File: src/rtl/game_state_mux.sv
// rtl/game_state_mux.sv - frame-aligned N-source game state selector with hold-last-valid and staleness fallback
module game_state_mux #(
    parameter int N_SRC          = 2,
    parameter int X_WIDTH        = 11,
    parameter int Y_WIDTH        = 10,
    parameter int FALLBACK_SRC   = 0,
    parameter int TIMEOUT_FRAMES = 8,
    parameter int X_BALL_RST     = (640 - 8) / 2,
    parameter int Y_BALL_RST     = (480 - 8) / 2,
    parameter int Y_PAD_RST      = (480 - 64) / 2,
    parameter int SW_W           = (N_SRC > 1) ? $clog2(N_SRC) : 1
) (
    input  logic                       clk,
    input  logic                       rst,
    input  logic [SW_W-1:0]            sw,
    input  logic                       frame_start,
    input  logic [N_SRC-1:0]           src_valid,
    input  logic [N_SRC*X_WIDTH-1:0]   src_x_ball,
    input  logic [N_SRC*Y_WIDTH-1:0]   src_y_ball,
    input  logic [N_SRC*Y_WIDTH-1:0]   src_y_pad,
    output logic [X_WIDTH-1:0]         x_ball_mux,
    output logic [Y_WIDTH-1:0]         y_ball_mux,
    output logic [Y_WIDTH-1:0]         y_player2_mux,
    output logic [SW_W-1:0]            active_src,
    output logic [N_SRC-1:0]           src_stale,
    output logic                       fallback
);

    localparam logic [SW_W-1:0]    FB_SEL    = FALLBACK_SRC[SW_W-1:0];
    localparam logic [SW_W:0]      N_SRC_LIM = N_SRC[SW_W:0];
    localparam logic [7:0]         TO_LIM    = TIMEOUT_FRAMES[7:0];
    localparam logic [X_WIDTH-1:0] XB_RST    = X_BALL_RST[X_WIDTH-1:0];
    localparam logic [Y_WIDTH-1:0] YB_RST    = Y_BALL_RST[Y_WIDTH-1:0];
    localparam logic [Y_WIDTH-1:0] YP_RST    = Y_PAD_RST[Y_WIDTH-1:0];

    logic [SW_W-1:0]    sw_meta;
    logic [SW_W-1:0]    sw_s;
    logic [X_WIDTH-1:0] cap_x   [N_SRC];
    logic [Y_WIDTH-1:0] cap_y   [N_SRC];
    logic [Y_WIDTH-1:0] cap_pad [N_SRC];
    logic [7:0]         wd_cnt  [N_SRC];
    logic [SW_W-1:0]    target_src;
    logic               target_fb;

    // Two-flop synchroniser for the board switch; out-of-range requests keep the previous one
    always_ff @(posedge clk) begin
        if (rst) begin
            sw_meta <= FB_SEL;
            sw_s    <= FB_SEL;
        end else begin
            sw_meta <= sw;
            if ({1'b0, sw_meta} < N_SRC_LIM) begin
                sw_s <= sw_meta;
            end
        end
    end

    // Hold-last-valid capture of each source's three fields
    always_ff @(posedge clk) begin
        for (int i = 0; i < N_SRC; i++) begin
            if (rst) begin
                cap_x[i]   <= XB_RST;
                cap_y[i]   <= YB_RST;
                cap_pad[i] <= YP_RST;
            end else if (src_valid[i]) begin
                cap_x[i]   <= src_x_ball[i*X_WIDTH +: X_WIDTH];
                cap_y[i]   <= src_y_ball[i*Y_WIDTH +: Y_WIDTH];
                cap_pad[i] <= src_y_pad[i*Y_WIDTH +: Y_WIDTH];
            end
        end
    end

    // Per-source frame watchdog; a strobe beats a coincident frame_start, count saturates at the timeout
    always_ff @(posedge clk) begin
        for (int i = 0; i < N_SRC; i++) begin
            if (rst || i == FALLBACK_SRC) begin
                wd_cnt[i] <= 8'd0;
            end else if (src_valid[i]) begin
                wd_cnt[i] <= 8'd0;
            end else if (frame_start && wd_cnt[i] != TO_LIM) begin
                wd_cnt[i] <= wd_cnt[i] + 8'd1;
            end
        end
    end

    // Stale flags decoded from the watchdog counters; the fallback source never goes stale
    always_comb begin
        src_stale = '0;
        for (int i = 0; i < N_SRC; i++) begin
            if (i != FALLBACK_SRC) begin
                src_stale[i] = (wd_cnt[i] == TO_LIM);
            end
        end
    end

    // Next source choice from the synchronised request and its current stale flag
    always_comb begin
        target_src = sw_s;
        target_fb  = 1'b0;
        if (src_stale[sw_s] && sw_s != FB_SEL) begin
            target_src = FB_SEL;
            target_fb  = 1'b1;
        end
    end

    // Source selection only changes at the frame boundary so the picture never tears mid-frame
    always_ff @(posedge clk) begin
        if (rst) begin
            active_src <= FB_SEL;
            fallback   <= 1'b0;
        end else if (frame_start) begin
            active_src <= target_src;
            fallback   <= target_fb;
        end
    end

    // Registered output stage reading the currently active capture slot
    always_ff @(posedge clk) begin
        if (rst) begin
            x_ball_mux    <= XB_RST;
            y_ball_mux    <= YB_RST;
            y_player2_mux <= YP_RST;
        end else begin
            x_ball_mux    <= cap_x[active_src];
            y_ball_mux    <= cap_y[active_src];
            y_player2_mux <= cap_pad[active_src];
        end
    end

endmodule

File: config.mk
export PLATFORM = sky130hd
export DESIGN_NAME = game_state_mux
export DESIGN_NICKNAME = d
export VERILOG_FILES = /design/src/rtl/game_state_mux.sv
export SDC_FILE = /design/constraint.sdc
export NUM_CORES = 1
export LEC_CHECK = 0
export CAP_MARGIN = 30
export CORE_MARGIN = 2
export CORE_UTILIZATION = 30
export CTS_CLUSTER_DIAMETER = 30
export CTS_CLUSTER_SIZE = 16
export DETAILED_ROUTE_END_ITERATION = 7
export SYNTH_ARGS = -nofsm -noshare
export SYNTH_HDL_FRONTEND = slang
export SYNTH_SLANG_ARGS = --single-unit
File: constraint.sdc
create_clock -name clk -period 2 [get_ports clk]
set_clock_uncertainty 0.15 [all_clocks]
set_input_delay 0.3 -clock clk [delete_from_list [all_inputs] [get_ports clk]]
set_output_delay 0.3 -clock clk [all_outputs]
set_load 0.03 [all_outputs]
== Word level (Yosys, flattened, before mapping) ==
Memories as Yosys holds them, arrays and structs flattened. A register that Yosys moved wholly into a read port is not among the register bits.
Cells that the tools add are included.
Storage, ports and cells
  register bits: 4
  RAM bits: 78
  input bits: 68
  output and inout bits: 35
  logic and storage cells: 46
  memories: 4
Cells by class
  $add $sub $neg: 1
  order comparisons: 1
  eq/ne operators: 2
  muxes and demuxes: 24
  bitwise operators: 8
  reduce and logical (&&, ||, !) cells: 2
Memories
  cap_x: depth 2, width 11, rd ports 1, clocked after Yosys merged registers in 1, wr ports 2, line 38  | logic [X_WIDTH-1:0] cap_x [N_SRC];
  cap_pad: depth 2, width 10, rd ports 1, clocked after Yosys merged registers in 1, wr ports 2, line 40  | logic [Y_WIDTH-1:0] cap_pad [N_SRC];
  cap_y: depth 2, width 10, rd ports 1, clocked after Yosys merged registers in 1, wr ports 2, line 39  | logic [Y_WIDTH-1:0] cap_y [N_SRC];
  wd_cnt: depth 2, width 8, rd ports 1, clocked after Yosys merged registers in 0, wr ports 2, line 41  | logic [7:0] wd_cnt [N_SRC];
Operators with widths (number)
  10-bit 2-to-1 mux: 4
  11-bit 2-to-1 mux: 2
  1-bit 2-to-1 mux: 16
  8-bit 2-to-1 mux: 2
  8-bit by 1-bit adder with 8-bit output, second input constant: 1
  8-bit by 4-bit == test with 1-bit output, second input constant: 1
  8-bit by 4-bit != test with 1-bit output, second input constant: 1
  1-bit OR: 8
  1-bit logical AND: 2
  1-bit by 2-bit less-than comparator with 1-bit output, second input constant: 1

== Longest topological paths before layout ==
Gate-level depths: netlist of the first run.
An unclocked memory read counts as a cell.
  depth in word-level cells: 8
  gate-level depth with buffers: 5

== Worst setup path after synthesis of the first run ==
No wires, ideal clock.
  path type: reg-to-output
  start point: memory wd_cnt[1][0]
  end point: output port src_stale[1]
  arrival time: 1.574 ns
  required time: 1.550 ns
  slack: -0.024 ns
  cell stages (with the launch flop): 5
  cells stage by stage: edfxtp_1 inv_1 ha_1 or4b_4 nor2_1
On the way
  cells in the longest elaborated chain, start to end: 2
Ends and longest elaborated chain
  start: declaration: line 41
  memory read 2 x 8 bit
  8-bit by 4-bit == test with 1-bit output: line 91  | src_stale[i] = (wd_cnt[i] == TO_LIM);
  end: declaration: line 25  | output logic [N_SRC-1:0] src_stale,
No other way between the ends.

== Worst setup path after layout of the first run ==
  start point: memory wd_cnt[1][1]
  end point: output port src_stale[1]
Same word-level chain as after synthesis.

==> impl_metrics.csv, run 1 <==
group,metric,value,unit
pwr,p_int,4.00,mW
worst_setup_path,crit_path_cell_trace,"inv_1 -> ha_1 -> or4b_4 -> nor2_4 -> buf_6",
global_route,first_global_vias,2650,
drt,drt_iter0_drc,139,
pwr,power.density,887,mW/mm^2
sta,rsz0062_at_grt,"true",
drt,avgViaCountPerCell,4.19,
worst_setup_path,cp_max_fo,4,
floorplan,start_util,30.5,%
cells_and_area,syn2layout_area_growth,42.6,%
floorplan,die_area,0.0143,sq mm
clock_network,clk-insertion-delay-late,0.34,ns
job,cap_viol_max_count,0,
clock_network,cts_made_buffers,9,
pwr,sw_frac_of_total,21.3,%
yosys,avgSynthCellArea,13.6,sq um
sta,hold_viol,0,
cells_and_area,drive_gt1_share,12.0,%
worst_setup_path,crit_family,"simple AND/OR/NAND/NOR gates",
place,port_buffers,101,
clock_network,clk_path_buf_depth,2,
drt,wl_per_cell,14.1,um
sta,max_slew.worst_pin.slew,0.572,ns
place,place_congestion,0.714,
pwr,switchingPower,1.08,mW
pwr,clock_power_share,39.3,%
cells_and_area,nets,480,
floorplan,chipWidth,120,um
global_route,grt_pass1_wl,13.4,mm
yosys,synth-warning-count,0,
worst_setup_path,endpoint_kind,"output port",
run_status,status,"finished, violations left",
worst_setup_path,cp-start-kind,"flop",
drt,drt-met1-wl,3.49,mm
sta,fin_crit_sh,108,%
worst_setup_path,reg2reg_slack,-0.10,ns
place,dp_hpwl,5.71,mm
clock_network,path_clk_slew,0.07,ns
worst_setup_path,critPathBufInv,2,
sta,period_needed,2.16,ns
yosys,synth_top_cell_by_area,"edfxtp_1",
global_route,gr-usage-all-layers,12.5,%
clock_network,cts_sinks,105,
worst_setup_path,path_class,"reg -> out",
drt,wirelength,8.33,mm
clock_network,htreeDepth,3,
drt,dr.max_layer_used,"met4",
sta,tns,-1.15,ns
clock_network,cts_tree,"done",
worst_setup_path,arrival,1.71,ns
worst_setup_path,crit_slowest_cell,"or4b_4",
cells_and_area,n_fill_cell,1225,
pwr,vdd_drop_max,477,uV
floorplan,io_pins,103,
cells_and_area,multi_input_area,0.00115,sq mm
pwr,p_comb_share,11.1,%
drt,dr.pass1.iters,4,
run_status,violations,"negative setup slack",
pwr,p_leak,2.06,nW
yosys,syn_nets,364,
yosys,synthArstFlopShare,0,%
drt,dr_total_vias,2479,
floorplan,die_y,120,um
sta,worst_slack,-0.164,ns
worst_setup_path,critPathMaxStageDelay,0.51,ns
yosys,yosys.cell_count.top_type,"edfxtp_1",
sta,max_freq,462,MHz
sta,slew_headroom,61.9,%
cells_and_area,antennaDiodeCount,0,
drt,dr_wl_met2,4.10,mm
global_route,grt_max_degree,46,
yosys,netlist.area_leader.share,52.4,%
yosys,synth_seq_cells,105,
yosys,seq_area_frac_synth,69.8,%
drt,drc,0,
worst_setup_path,required,1.55,ns
yosys,synth_common_cells,"edfxtp_1, and2_1, dfxtp_1",
global_route,antenna_found_initial,0,
yosys,syn-cell-area,0.00401,sq mm
global_route,grt-ovfl-total,0,
yosys,synthCells,294,
drt,antenna_left,0,
sta,final-max-slew-violation-count,0,
yosys,synth_edf_count,70,
yosys,yosys_most_used_dff,"edfxtp_1",
drt,wl_met3,551,um
floorplan,core.rowCount,42,
min_path,min_path_type,"reg -> reg",
pwr,seq_power_share,49.6,%
cells_and_area,ff_latch_area,0.00280,sq mm
sta,hold-worst-slack,0.304,ns
yosys,ys_types,30,
yosys,yosys-top-cells-area,"edfxtp_1, dfxtp_1, and2_1",
clock_network,cts-root-buf,"clkbuf_16",
floorplan,core,0.0131,sq mm
sta,setup-violations-final,17,
layer usage:
layer	vias up	global-route usage, %
li1	1241	-
met1	1150	14.7
met2	78	20.8
met3	10	3.52
met4	0	6.76
met5	-	0
power groups by stage:
stage          Combinational (mW)  Clock (mW)  Sequential [mW]
2_1_floorplan               0.175           0             2.64
3_3_place_gp                0.548           0             2.56
3_5_place_dp                0.552           0             2.57
4_1_cts                     0.570        2.05             2.52
5_1_grt                     0.610        2.10             2.53
6_report                    0.564        2.00             2.52
area by class of cell:
cell class,instances,area share (%)
multi-input combinational,169,20.1
inverter,5,0.328
clock buffer,9,3.94
clock inverter,7,2.03
tap,176,3.85
sequential,105,49.0
timing repair buffer,120,20.7
registers in the layout, indices dropped and copies added, names as in the netlist, 8 cells and up:
signal and flops:
cap_y 20, wd_cnt 8, cap_pad 20, cap_x 22, y_ball_mux 10, y_player2_mux 10
x_ball_mux 11
cell usage in the layout (no fill, tap or decap), types with 2 or more instances in the layout:
cell,n
nor2_2,2
edfxtp_1,70
a21oi_1,3
nor2_1,22
buf_4,16
nor2b_2,2
clkdlybuf4s50_1,99
or3_1,2
a211o_1,13
inv_1,5
o21ai_0,4
mux2i_1,18
clkbuf_16,9
and2_1,36
nand2b_1,27
ha_1,2
nand2_1,3
dfxtp_1,34
bufinv_16,3
xor2_1,2
nor2b_1,16
buf_12,3
nand3_1,4
cells by family after synthesis:
| kind of cell | after synthesis | synth area share, % |
|---|---|---|
| buffers and inverters | 20 | 2.06 |
| XOR/XNOR | 3 | 0.655 |
| adder cells (fa/ha/maj) | 2 | 0.624 |
| other | 1 | 0.0935 |
| multiplexers | 18 | 4.49 |
| AND/OR/NAND/NOR | 121 | 17.3 |
| flip-flops | 105 | 69.8 |
| AO/OA/AOI/OAI | 24 | 4.96 |
per-stage QoR:
stage               total power, mW  setup slack (ns)  utilization [%]  cells  instance area, sq um
floorplan                      2.82            0.0625                -    294                  4020
finish                         5.08            -0.164             43.6    591                  5720
global placement               3.11            0.0297             40.5    570                  5320
global route                   5.25            -0.234             43.6    591                  5720
CTS                            5.14            -0.173             43.4    590                  5710
detailed placement             3.12            -0.109             40.5    570                  5320
what timing repair did:
action / in CTS / in global routing
gates resized for setup: 3 / 3
endpoints found under the setup margin: 9 / 17
pin swaps: 3 / 3
buffers inserted: 4 / 1
hold buffers: 0 / 0
final timing paths:
check | cells after the start | to | from
hold reg to reg | 1 | sw_s | sw_meta
setup reg to reg | 6 | wd_cnt[1][7] | wd_cnt[1][1]
setup / recovery | 5 | src_stale[1] | wd_cnt[1][1]
hold / removal | 1 | sw_s | sw_meta
No activity file was read; power rests on OpenSTA's default activity.
==> run 2, diff against run 1 <==
--- a/config.mk
+++ b/config.mk
@@ -11,6 +11,7 @@
 export CTS_CLUSTER_DIAMETER = 30
 export CTS_CLUSTER_SIZE = 16
 export DETAILED_ROUTE_END_ITERATION = 7
+export PLACE_DENSITY_LB_ADDON = 0.15
 export SYNTH_ARGS = -nofsm -noshare
 export SYNTH_HDL_FRONTEND = slang
 export SYNTH_SLANG_ARGS = --single-unit
==> impl_metrics.csv, run 2 (same netlist as run 1, synthesis figures left out) <==
group,metric,value,unit
worst_setup_path,path_class,"reg -> out",
sta,setup-violations-final,9,
cells_and_area,mostFrequentLayoutCells,"clkdlybuf4s50_1, edfxtp_1, and2_1",
pwr,seq_power_share,52.6,%
drt,drt_iter0_drc,117,
cells_and_area,final_common_cell,"clkdlybuf4s50_1",
cells_and_area,n_fill_cell,1261,
sta,rsz0062_at_grt,"true",
clock_network,hold_buffers,0,
worst_setup_path,crit_path_cell_trace,"inv_1 -> ha_1 -> or4b_4 -> nor2_4 -> buf_12",
pwr,p_leak,2.03,nW
pwr,p_int,3.77,mW
floorplan,io_pins,103,
sta,period_needed,2.10,ns
cells_and_area,largest-register,"cap_x",
place,place_congestion,0.732,
global_route,use_met2,20.8,%
run_status,violations,"negative setup slack",
clock_network,path_clk_slew,0.07,ns
min_path,min_from,"rst",
floorplan,start_util,30.5,%
drt,drc,0,
global_route,grt_use_met3,4.23,%
worst_setup_path,endpoint_kind,"output port",
min_path,min_path_type,"in -> reg",
place,dp_hpwl,5.64,mm
pwr,sw_frac_of_total,21.4,%
drt,antenna_left,0,
drt,wl_per_cell,14.0,um
worst_setup_path,crit_slowest_cell,"or4b_4",
sta,hold-worst-slack,0.183,ns
clock_network,cts_made_buffers,9,
pwr,power.density,846,mW/mm^2
worst_setup_path,cp_max_fo,2,
pwr,p_comb_share,11.6,%
cells_and_area,fin_area,0.00567,sq mm
clock_network,htreeDepth,3,
clock_network,cts-root-buf,"clkbuf_16",
clock_network,clk-insertion-delay-late,0.34,ns
worst_setup_path,arrival,1.65,ns
sta,worst_slack,-0.105,ns
floorplan,chipWidth,120,um
cells_and_area,syn2layout_area_growth,41.2,%
clock_network,cts_tree,"done",
global_route,grt_pass1_wl,13.1,mm
global_route,grt_max_degree,30,
worst_setup_path,critPathLaunch,"wd_cnt[1][0]",
sta,max_freq,475,MHz
sta,fin_crit_sh,105,%
cells_and_area,drive_gt1_share,11.1,%
pwr,switchingPower,1.03,mW
global_route,gr-usage-all-layers,12.3,%
sta,hold_viol,0,
floorplan,core,0.0131,sq mm
clock_network,cts_sinks,105,
sta,final-max-slew-violation-count,0,
job,cap_viol_max_count,0,
drt,dr_total_vias,2469,
worst_setup_path,cp-start-kind,"flop",
place,place_area,0.00532,sq mm
worst_setup_path,reg2reg_from,"wd_cnt[1][0]",
global_route,antenna_found_initial,0,
cells_and_area,largest_reg_flops,22,
drt,wirelength,8.23,mm
global_route,top_usage_layer,"met2",
global_route,first_global_vias,2572,
worst_setup_path,required,1.55,ns
place,port_buffers,101,
cells_and_area,antennaDiodeCount,0,
drt,avgViaCountPerCell,4.19,
pwr,clock_power_share,35.8,%
worst_setup_path,critPathMaxStageDelay,0.48,ns
pwr,vdd_drop_max,343,uV
clock_network,clk_path_buf_depth,2,
drt,dr.pass1.iters,4,
cells_and_area,nets,478,
floorplan,die_y,120,um
run_status,status,"finished, violations left",
cells_and_area,largestRegisters,"cap_x x22, cap_pad x20, cap_y x20",
global_route,grt-ovfl-total,0,
floorplan,core.rowCount,42,
global_route,grt_use_met1,14.5,%
floorplan,die_area,0.0143,sq mm
-- run 2: cell count changes in the layout (fill, tap and decap cells not counted), sizes merged --
cell / previous run / this run
inv: 6 / 5
bufinv: 3 / 1
buf: 21 / 19
clkbuf: 9 / 12
-- run 2: final cells by class --
class                   instances  area, sq um  share of cell area (%)
clock inverters                 4         43.8                   0.773
multi-input cells             169         1160                    20.5
inverters                       5         18.8                   0.331
well taps                     176          220                    3.89
repair buffers                118         1170                    20.6
clock buffers                  12          246                    4.35
flip-flops and latches        105         2800                    49.5
-- run 2: worst paths after layout --
path	depth (start not counted)	end	slack, ns
worst min register to register	1	y_ball_mux[2]	0.31
worst max-delay path	5	src_stale[1]	-0.10
worst min-delay path	2	y_player2_mux[1]	0.18
worst max register to register	6	wd_cnt[1][6]	-0.05
-- run 2: power by group through the flow --
stage | logic [mW] | clock network [mW] | registers, mW
floorplan | 0.175 | 0 | 2.64
global placement | 0.547 | 0 | 2.57
detailed placement | 0.551 | 0 | 2.57
CTS | 0.563 | 1.77 | 2.52
global route | 0.603 | 1.86 | 2.53
finish | 0.558 | 1.72 | 2.52
-- run 2: through the flow --
stage               utilization (%)  TNS (ns)  worst slack (ns)  power [mW]  std cells
finish                         43.1    -0.433            -0.105        4.79        589
global route                   43.1     -1.95            -0.211        4.99        589
CTS                            42.9    -0.155            -0.124        4.85        588
detailed placement             40.5         0            0.0105        3.12        570
global placement               40.5         0            0.0659        3.11        570
floorplan                         -         0            0.0625        2.82        294
-- run 2: metal layers --
layer	vias to the layer above	routed length (um)
met5	-	0
met4	0	140
met3	10	433
met2	61	4170
met1	1161	3480
li1	1237	-
-- run 2: worst max-delay path, delay by kind of cell, from the launching register on --
kind,cells,cell delay [ns]
buf+inv,2,0.19
fa+ha+maj,1,0.14
simple gates,2,0.60
flops,1,0.39
-- run 2: repair_timing --
action                     in CTS  in global routing
setup buffers                   2                  1
pin swaps                       2                  1
setup endpoints to repair       1                 18
gates resized for setup         4                  4
